<file path="config.mk">
export PLATFORM = sky130hd
export DESIGN_NAME = matmul_seq_flat
export DESIGN_NICKNAME = d
export VERILOG_FILES = /design/src/rtl/matmul_seq_if.sv /design/src/rtl/matmul_seq.sv /design/src/flat_wrapper.sv
export SDC_FILE = /design/constraint.sdc
export NUM_CORES = 2
export LEC_CHECK = 0
export ABC_CLOCK_PERIOD_IN_PS = 6800
export CAP_MARGIN = 25
export CORE_AREA = 2 2 427 429
export CTS_CLUSTER_DIAMETER = 80
export CTS_CLUSTER_SIZE = 12
export DETAILED_ROUTE_END_ITERATION = 8
export DIE_AREA = 0 0 429 431
export PLACE_DENSITY = 0.53
export SLEW_MARGIN = 30
export SYNTH_ARGS = -nofsm -noshare
export SYNTH_HDL_FRONTEND = slang
export SYNTH_SLANG_ARGS = --single-unit
</file>
<file path="constraint.sdc">
create_clock -name clk -period 6.8 [get_ports clk]
set_clock_uncertainty 0.05 [all_clocks]
set_input_delay 0.68 -clock clk [delete_from_list [all_inputs] [get_ports clk]]
set_output_delay 0.68 -clock clk [all_outputs]
set_load 0.005 [all_outputs]
</file>
<file path="src/rtl/matmul_seq_if.sv">
// Handshake bundle between the matmul sequencer, its requester and the
// row x column dot-product unit.
interface matmul_seq_if #(
    parameter int WIDTH = 32,
    parameter int N     = 3
);
    logic                    start;
    logic [WIDTH*N*N-1:0]    a_mat;
    logic [WIDTH*N*N-1:0]    b_mat;
    logic                    dp_start;
    logic [WIDTH*N-1:0]      dp_row;
    logic [WIDTH*N-1:0]      dp_col;
    logic                    dp_done;
    logic [WIDTH-1:0]        dp_c;
    logic [WIDTH*N*N-1:0]    c_mat;
    logic                    busy;
    logic                    done;
    logic                    err;

    modport slave (
        input  start, a_mat, b_mat, dp_done, dp_c,
        output dp_start, dp_row, dp_col, c_mat, busy, done, err
    );

    modport master (
        output start, a_mat, b_mat, dp_done, dp_c,
        input  dp_start, dp_row, dp_col, c_mat, busy, done, err
    );
endinterface

</file>
<file path="src/rtl/matmul_seq.sv">
// Sequencer for C = A*B: feeds one row/column pair per element to an
// external dot-product unit and collects the scalar results row-major.
module matmul_seq #(
    parameter int WIDTH   = 32,
    parameter int N       = 3,
    parameter int TIMEOUT = 64
) (
    input  logic         clk,
    input  logic         rst,
    matmul_seq_if.slave  bus
);
    localparam int IW = (N > 1) ? $clog2(N) : 1;
    localparam int WW = (TIMEOUT > 0) ? $clog2(TIMEOUT + 1) : 1;
    localparam int MW = WIDTH * N * N;
    localparam int RW = WIDTH * N;

    typedef enum logic [2:0] {
        IDLE, LOAD, ISSUE, WAIT, WRITE, FINISH
    } state_t;

    state_t        state_q, state_d;
    logic [IW-1:0] i_q, i_d;
    logic [IW-1:0] j_q, j_d;
    logic [MW-1:0] a_q, a_d;
    logic [MW-1:0] b_q, b_d;
    logic [MW-1:0] c_q, c_d;
    logic [RW-1:0] row_q, row_d;
    logic [RW-1:0] col_q, col_d;
    logic [WW-1:0] wd_q, wd_d;
    logic          err_q, err_d;
    logic          dpd_q;
    logic [RW-1:0] row_sel, col_sel;

    always_comb begin
        row_sel = '0;
        col_sel = '0;
        for (int k = 0; k < N; k++) begin
            row_sel[k*WIDTH +: WIDTH] =
                a_q[(int'(i_q)*N + k)*WIDTH +: WIDTH];
            col_sel[k*WIDTH +: WIDTH] =
                b_q[(k*N + int'(j_q))*WIDTH +: WIDTH];
        end
    end

    always_ff @(posedge clk) begin
        if (rst) begin
            state_q <= IDLE;
            i_q     <= '0;
            j_q     <= '0;
            a_q     <= '0;
            b_q     <= '0;
            c_q     <= '0;
            row_q   <= '0;
            col_q   <= '0;
            wd_q    <= '0;
            err_q   <= 1'b0;
            dpd_q   <= 1'b0;
        end else begin
            state_q <= state_d;
            i_q     <= i_d;
            j_q     <= j_d;
            a_q     <= a_d;
            b_q     <= b_d;
            c_q     <= c_d;
            row_q   <= row_d;
            col_q   <= col_d;
            wd_q    <= wd_d;
            err_q   <= err_d;
            dpd_q   <= bus.dp_done;
        end
    end

    always_comb begin
        state_d = state_q;
        i_d     = i_q;
        j_d     = j_q;
        a_d     = a_q;
        b_d     = b_q;
        c_d     = c_q;
        row_d   = row_q;
        col_d   = col_q;
        wd_d    = wd_q;
        err_d   = err_q;
        unique case (state_q)
            IDLE: begin
                if (bus.start) begin
                    a_d     = bus.a_mat;
                    b_d     = bus.b_mat;
                    c_d     = '0;
                    err_d   = 1'b0;
                    i_d     = '0;
                    j_d     = '0;
                    state_d = LOAD;
                end
            end
            LOAD: begin
                row_d   = row_sel;
                col_d   = col_sel;
                state_d = ISSUE;
            end
            ISSUE: begin
                wd_d    = '0;
                state_d = WAIT;
            end
            WAIT: begin
                // a stale high done from the previous element is not a completion
                if (bus.dp_done && !dpd_q) begin
                    state_d = WRITE;
                end else begin
                    wd_d = wd_q + WW'(1);
                    if (TIMEOUT != 0 && wd_d == WW'(TIMEOUT)) begin
                        err_d   = 1'b1;
                        state_d = IDLE;
                    end
                end
            end
            WRITE: begin
                c_d[(int'(i_q)*N + int'(j_q))*WIDTH +: WIDTH] = bus.dp_c;
                if (j_q < IW'(N - 1)) begin
                    j_d     = j_q + IW'(1);
                    state_d = LOAD;
                end else if (i_q < IW'(N - 1)) begin
                    j_d     = '0;
                    i_d     = i_q + IW'(1);
                    state_d = LOAD;
                end else begin
                    state_d = FINISH;
                end
            end
            FINISH: state_d = IDLE;
            default: state_d = IDLE;
        endcase
    end

    assign bus.dp_start = (state_q == ISSUE);
    assign bus.dp_row   = row_q;
    assign bus.dp_col   = col_q;
    assign bus.c_mat    = c_q;
    assign bus.busy     = (state_q != IDLE) && (state_q != FINISH);
    assign bus.done     = (state_q == FINISH);
    assign bus.err      = err_q;
endmodule

</file>
<file path="src/flat_wrapper.sv">
// flat-port wrapper written by rule: the top's interface ports become plain ports
module matmul_seq_flat 
#(
    parameter int WIDTH   = 32,
    parameter int N       = 3,
    parameter int TIMEOUT = 64
)
  (clk, rst, bus_start, bus_a_mat, bus_b_mat, bus_dp_done, bus_dp_c, bus_dp_start, bus_dp_row, bus_dp_col, bus_c_mat, bus_busy, bus_done, bus_err);
  matmul_seq_if #(.WIDTH(WIDTH), .N(N)) bus_i ();
  input  logic clk;
  input  logic rst;
  input wire logic [$bits(bus_i.start)-1:0] bus_start;
  input wire logic [$bits(bus_i.a_mat)-1:0] bus_a_mat;
  input wire logic [$bits(bus_i.b_mat)-1:0] bus_b_mat;
  input wire logic [$bits(bus_i.dp_done)-1:0] bus_dp_done;
  input wire logic [$bits(bus_i.dp_c)-1:0] bus_dp_c;
  output wire logic [$bits(bus_i.dp_start)-1:0] bus_dp_start;
  output wire logic [$bits(bus_i.dp_row)-1:0] bus_dp_row;
  output wire logic [$bits(bus_i.dp_col)-1:0] bus_dp_col;
  output wire logic [$bits(bus_i.c_mat)-1:0] bus_c_mat;
  output wire logic [$bits(bus_i.busy)-1:0] bus_busy;
  output wire logic [$bits(bus_i.done)-1:0] bus_done;
  output wire logic [$bits(bus_i.err)-1:0] bus_err;
  assign bus_i.start = bus_start;
  assign bus_i.a_mat = bus_a_mat;
  assign bus_i.b_mat = bus_b_mat;
  assign bus_i.dp_done = bus_dp_done;
  assign bus_i.dp_c = bus_dp_c;
  assign bus_dp_start = bus_i.dp_start;
  assign bus_dp_row = bus_i.dp_row;
  assign bus_dp_col = bus_i.dp_col;
  assign bus_c_mat = bus_i.c_mat;
  assign bus_busy = bus_i.busy;
  assign bus_done = bus_i.done;
  assign bus_err = bus_i.err;
  matmul_seq #(.WIDTH(WIDTH), .N(N), .TIMEOUT(TIMEOUT)) u_core (.clk(clk), .rst(rst), .bus(bus_i));
endmodule
</file>
; Word level (Yosys, flattened, before mapping)
; Index checks and enable logic that the tools add are counted.
[classes]
magnitude_cmp = 2
mul = 1
n_eq_ne = 14
mux = 22
n_shift = 8
reduce_logical = 15
add_sub_neg = 9
[op_table]
columns = cell, n
row1 = 288-bit by 32-bit variable part select with 32-bit output, 4
row2 = 288-bit one-hot mux with 2 select lines, 1
row3 = 288-bit bitwise mux, 1
row4 = 288-bit two-way mux, 1
row5 = 32-bit by 33-bit variable shift with 288-bit output (first input constant), 1
row6 = 288-bit by 10-bit variable part select with 32-bit output, 1
row7 = 288-bit by 8-bit variable part select with 32-bit output, 1
row8 = 32-bit by 33-bit variable part select with 288-bit output, 1
row9 = 32-bit negation with 33-bit output, 1
row10 = 27-bit by 2-bit adder with 27-bit output (second input constant), 1
row11 = 27-bit by 3-bit adder with 27-bit output, 1
row12 = 27-bit by 3-bit adder with 27-bit output (second input constant), 1
row13 = 3-bit two-way mux, 5
row14 = 3-bit one-hot mux with 5 select lines, 1
row15 = 7-bit one-hot mux with 2 select lines, 1
row16 = 2-bit two-way mux, 5
row17 = 2-bit one-hot mux with 2 select lines, 2
row18 = 2-bit AND reduction, 4
row19 = 4-bit AND reduction, 2
row20 = 7-bit by 1-bit adder with 7-bit output (second input constant), 1
row21 = 7-bit equality test (second input constant), 1
row22 = 7-bit two-way mux, 1
row23 = 3-bit by 2-bit equality test with 1-bit output (second input constant), 2
row24 = 3-bit equality test (second input constant), 2
row25 = other kinds (18), 29
[totals]
inputBits = 612
reg_bits = 1072
elab_cells = 82

; Logic depth before layout (Yosys ltp)
[logic_depth]
ltp_word = 6
mapped_depth = 22
depth_no_buf = 14

; Worst setup path after synthesis
; Ideal clock, no wire load.
[synth_path]
kind = register to register
start = register u_core.i_q[0]
end = register u_core.c_q[100] (netlist: u_core.bus.c_mat[100])
arrival_time_ns = 5.229
stages_incl_launch_ff = 23
period_less_slack_ns = 5.350
slack_ns = 1.450
required_ns = 6.680
path_buffers = 8
setup_time_ns = 0.070
path_cell_list = dfxtp_1 -> clkbuf_1 -> buf_2 -> buf_2 -> buf_1 -> inv_1 -> ha_1 -> buf_1 -> clkbuf_1 -> inv_1 -> fa_1 -> inv_1 -> ha_1 -> and3_1 -> ha_1 -> nor2b_1 -> and3_1 -> and2b_1 -> and3_1 -> clkbuf_1 -> buf_2 -> nand2_1 -> a21oi_1
[synth_via]
elab_chain_cells = 6
word_cells_on_any_way = 7
[synth_rtl]
columns = item, line_no
row1 = "start, declared", matmul_seq.sv:22  ; logic [IW-1:0] i_q, i_d;
row2 = "start signal, assigned", matmul_seq.sv:60  ; i_q <= i_d;
row3 = 2-bit by 2-bit multiplier with 4-bit output (*), matmul_seq.sv:118  ; c_d[(int'(i_q)*N + int'(j_q))*WIDTH +: WIDTH] = bus.dp_c;
row4 = 27-bit by 3-bit adder with 27-bit output (*), matmul_seq.sv:118
row5 = 32-bit negation with 33-bit output (*), matmul_seq.sv:118
row6 = 32-bit by 33-bit variable part select with 288-bit output or 32-bit by 33-bit variable shift with 288-bit output (tied branches), matmul_seq.sv:118
row7 = 288-bit bitwise mux (*), matmul_seq.sv:118
row8 = 288-bit one-hot mux with 2 select lines (*), matmul_seq.sv:84  ; unique case (state_q)
row9 = "end signal, assigned", matmul_seq.sv:52  ; c_q <= '0;
row10 = "end signal, assigned", matmul_seq.sv:64  ; c_q <= c_d;
row11 = "end, declared", matmul_seq.sv:26  ; logic [MW-1:0] c_q, c_d;
; Every way passes the cells marked *; elsewhere a longest branch is shown, timed or not.
; A chain may end at the register's enable or synchronous reset.

; Worst setup path in the final report
[layout_path]
start = register u_core.i_q[0]
end = register u_core.c_q[244] (netlist: u_core.bus.c_mat[244])
; Same word-level chain as after synthesis.

==> metrics.yaml <==
yosys:
  synthTopCellsByCount: "1581 x nand2_1, 1072 x dfxtp_1, 815 x a21oi_1, 378 x clkbuf_1, 267 x nand3_1"
  synth_cell_type_count: 60
  syn_nets: 5735
  syn_area_um2: 43200
  synthTopCellsByArea: "dfxtp_1 50%, nand2_1 14%, a21oi_1 9.5%"
  synth_top_area_frac: 0.497
  synthFlopType: "dfxtp_1"
  synth_top_area_cell: "dfxtp_1"
  synth-edff-count: 0
  syn_inst: 5113
  yosysMostFrequentCell: "nand2_1"
  async_reset_ff_frac: 0
  syn_avg_cell_area_um2: 8.44
  synth_seq_area_share: 0.497
  ys_seq_elements: 1072
  synth_warnings: 0
critical_path:
  cp-end-kind: "flop"
  r2r_cells: 14
  required_ns: 7.43
  crit_arrival_ns: 5.93
  endpoint: "u_core.bus.c_mat[244]$_SDFFE_PP0P_"
  crit_path_start: "u_core.i_q[0]$_SDFFE_PP0P_"
  worst-path-max-fanout: 44
  rr_startpoint: "u_core.i_q[0]$_SDFFE_PP0P_"
  worstSetupPathType: "reg2reg"
  r2r-end: "u_core.bus.c_mat[244]$_SDFFE_PP0P_"
  critPathLaunchType: "flop"
  r2r_setup_slack_ns: 1.50
pwr:
  switching_share: 0.279
  seqPwrFrac: 0.482
  p_clk_frac: 0.378
  p_sw_w: 0.00401
  p_int_w: 0.0103
  power_w: 0.0143
  vdd_drop_max_mv: 0.192
  power_leakage_nw: 19.8
  combPwrFrac: 0.140
  power_density_nw_per_um2: 244
floorplanning:
  ioPinCount: 1096
  fp.dieH_um: 431
  initial_utilization: 0.240
  rows: 156
  core-area_um2: 180000
  die_w_um: 429
  die_area_um2: 185000
sta:
  period_needed_ns: 5.30
  worst_pin_slew_ns: 1.13
  rsz0062_at_grt: "false"
  setup_tns_ns: 0
  period_share: 0.779
  timing.fmax_mhz: 189
  setup_viol: 0
  timing.slew.headroom: 0.246
  final_hold_viol_count: 0
  drv_slew: 0
outcome:
  status: "completed"
global_routing:
  grt_pass1_vias: 38500
  grt_pass1_wl_um: 280000
  grt_overflow_total: 0
  grt_max_degree: 189
  grtUsageTotal: 0.206
  antenna_found_initial: 51
layout:
  drive_above_1_share: 0.0847
  num-nets-final: 6513
  area_growth_pct: 36.2
  fill_cells: 19000
clock_network:
  holdBufCountCts: 0
  post_cts_buffers: 0
  clockBufferDepth: 3
  cts_buffers: 104
  htreeDepth: 3
  cts_root_buf: "clkbuf_16"
  clk_pin_slew_ns: 0.06
  cts.repair.resized: 0
  cts_sinks: 1072
  cts_tree: "yes"
  clock_latency_ns: 0.76
run:
  drv_cap: 0
drt:
  final_antenna_net_count: 0
  remaining_drc_errors: 0
  dr.pass1.iters: 7
  viasPerCell: 4.86
  drt_iter0_markers: 3419
  routedWlPerCell_um: 24.0
  wirelength_um: 200000
  vias: 40400
placement:
  place.gp.congestion: 0.867
  dp_hpwl_um: 143000
  numPortBuffers: 1095
worst_hold_path:
  hp-class: "in2reg"
  hold_start: "rst"
-- how the worst min path moves through the flow --
stage	end	depth (start not counted)	slack, ns
3_5_place_dp	u_core.b_q[251]$_SDFFE_PP0P_	2	0.39
6_report	u_core.bus.c_mat[189]$_SDFFE_PP0P_	2	0.30
3_3_place_gp	u_core.b_q[240]$_SDFFE_PP0P_	2	0.39
5_1_grt	u_core.bus.c_mat[158]$_SDFFE_PP0P_	2	0.28
4_1_cts	u_core.bus.c_mat[158]$_SDFFE_PP0P_	2	0.24
2_1_floorplan	u_core.b_q[224]$_SDFFE_PP0P_	2	0.38
-- layout by cell type, fill, tap and decap left out, types with 3 or more instances in the layout --
master | synthesis | final
mux2_2 | 159 | 159
and3_2 | 0 | 3
clkinv_2 | 0 | 4
buf_12 | 0 | 12
inv_1 | 10 | 9
nand2_1 | 1581 | 1580
nand3_1 | 267 | 267
diode_2 | 0 | 31
mux4_2 | 128 | 128
nand3b_1 | 3 | 3
a221oi_1 | 95 | 95
nor2_1 | 191 | 187
inv_6 | 0 | 4
nor2_4 | 0 | 3
o21ai_0 | 67 | 67
and3_1 | 6 | 3
and2_1 | 3 | 3
clkdlybuf4s50_1 | 0 | 1094
dfxtp_4 | 0 | 3
ha_1 | 9 | 7
o21ai_1 | 41 | 41
buf_8 | 0 | 4
clkbuf_16 | 0 | 104
buf_4 | 35 | 39
buf_6 | 5 | 4
nor2b_1 | 4 | 4
clkbuf_1 | 378 | 5
and4_1 | 3 | 3
a222oi_1 | 32 | 32
a21oi_1 | 815 | 814
dfxtp_1 | 1072 | 1069
nor3_1 | 99 | 99
-- cell families after synthesis --
family,after synthesis,synth area share
buf+inv,494,0.0481
flops,1072,0.497
fa+ha+maj,10,0.00307
simple gates,2175,0.203
xor+xnor,3,0.000609
mux,289,0.109
compound gates,1070,0.139
-- worst max-delay path: stages, from the launching register on --
cell     delay [ns]
dfxtp_4        0.83
inv_1          0.22
ha_4           0.53
inv_1          0.13
fa_1           0.53
inv_1          0.06
ha_1           0.29
and3_1         0.19
ha_1           0.28
nor2b_1        0.38
and3_1         0.32
and2b_1        0.25
o211a_2        0.83
nand2_1        0.12
a21oi_1        0.19
-- power groups by stage --
stage / clock network [W] / registers [W] / logic, W
after floorplan: 0 / 0.00691 / 0.00102
after global placement: 0 / 0.00703 / 0.00200
after detailed placement: 0 / 0.00704 / 0.00201
after CTS: 0.00557 / 0.00690 / 0.00202
after global routing: 0.00579 / 0.00693 / 0.00217
final: 0.00542 / 0.00690 / 0.00201
-- state kept, by name, indices dropped and copies added, names as in the netlist --
name               count
u_core.a_q           288
u_core.b_q           288
u_core.bus.c_mat     288
u_core.bus.dp_col     96
u_core.bus.dp_row     96
u_core.bus.err         1
u_core.dpd_q           1
u_core.i_q             2
u_core.j_q             2
u_core.state_q         3
u_core.wd_q            7
-- layout make-up --
| cell class | instances | area, µm² | area share |
|---|---|---|---|
| inverter | 11 | 41.3 | 0.000702 |
| antenna | 31 | 77.6 | 0.00132 |
| tap | 2370 | 2970 | 0.0504 |
| multi-input combinational | 3547 | 19700 | 0.336 |
| clock inverter | 17 | 218 | 0.00370 |
| sequential | 1072 | 21500 | 0.365 |
| timing repair buffer | 1155 | 11600 | 0.198 |
| clock buffer | 111 | 2650 | 0.0451 |
-- metrics by stage --
step | hold WS, ns | util | setup slack, ns | cell area (µm²) | instances
3_5_place_dp | 0.393 | 0.310 | 1.42 | 55800 | 8154
2_1_floorplan | 0.383 | - | 1.45 | 43200 | 5113
3_3_place_gp | 0.388 | 0.309 | 1.29 | 55700 | 8150
4_1_cts | 0.238 | 0.326 | 1.38 | 58700 | 8282
6_report | 0.297 | 0.326 | 1.50 | 58800 | 8314
5_1_grt | 0.276 | 0.326 | 1.07 | 58800 | 8312
-- per-layer routing --
metal	vias up	share of wire	global-route usage	routed length (µm)
met3	299	0.065	0.0463	12900
met1	19700	0.40	0.245	79600
met4	36	0.045	0.103	8920
met2	1402	0.49	0.349	98000
li1	19000	-	-	-
met5	-	0.0013	0	251
No activity file was read; power rests on OpenSTA's default activity.
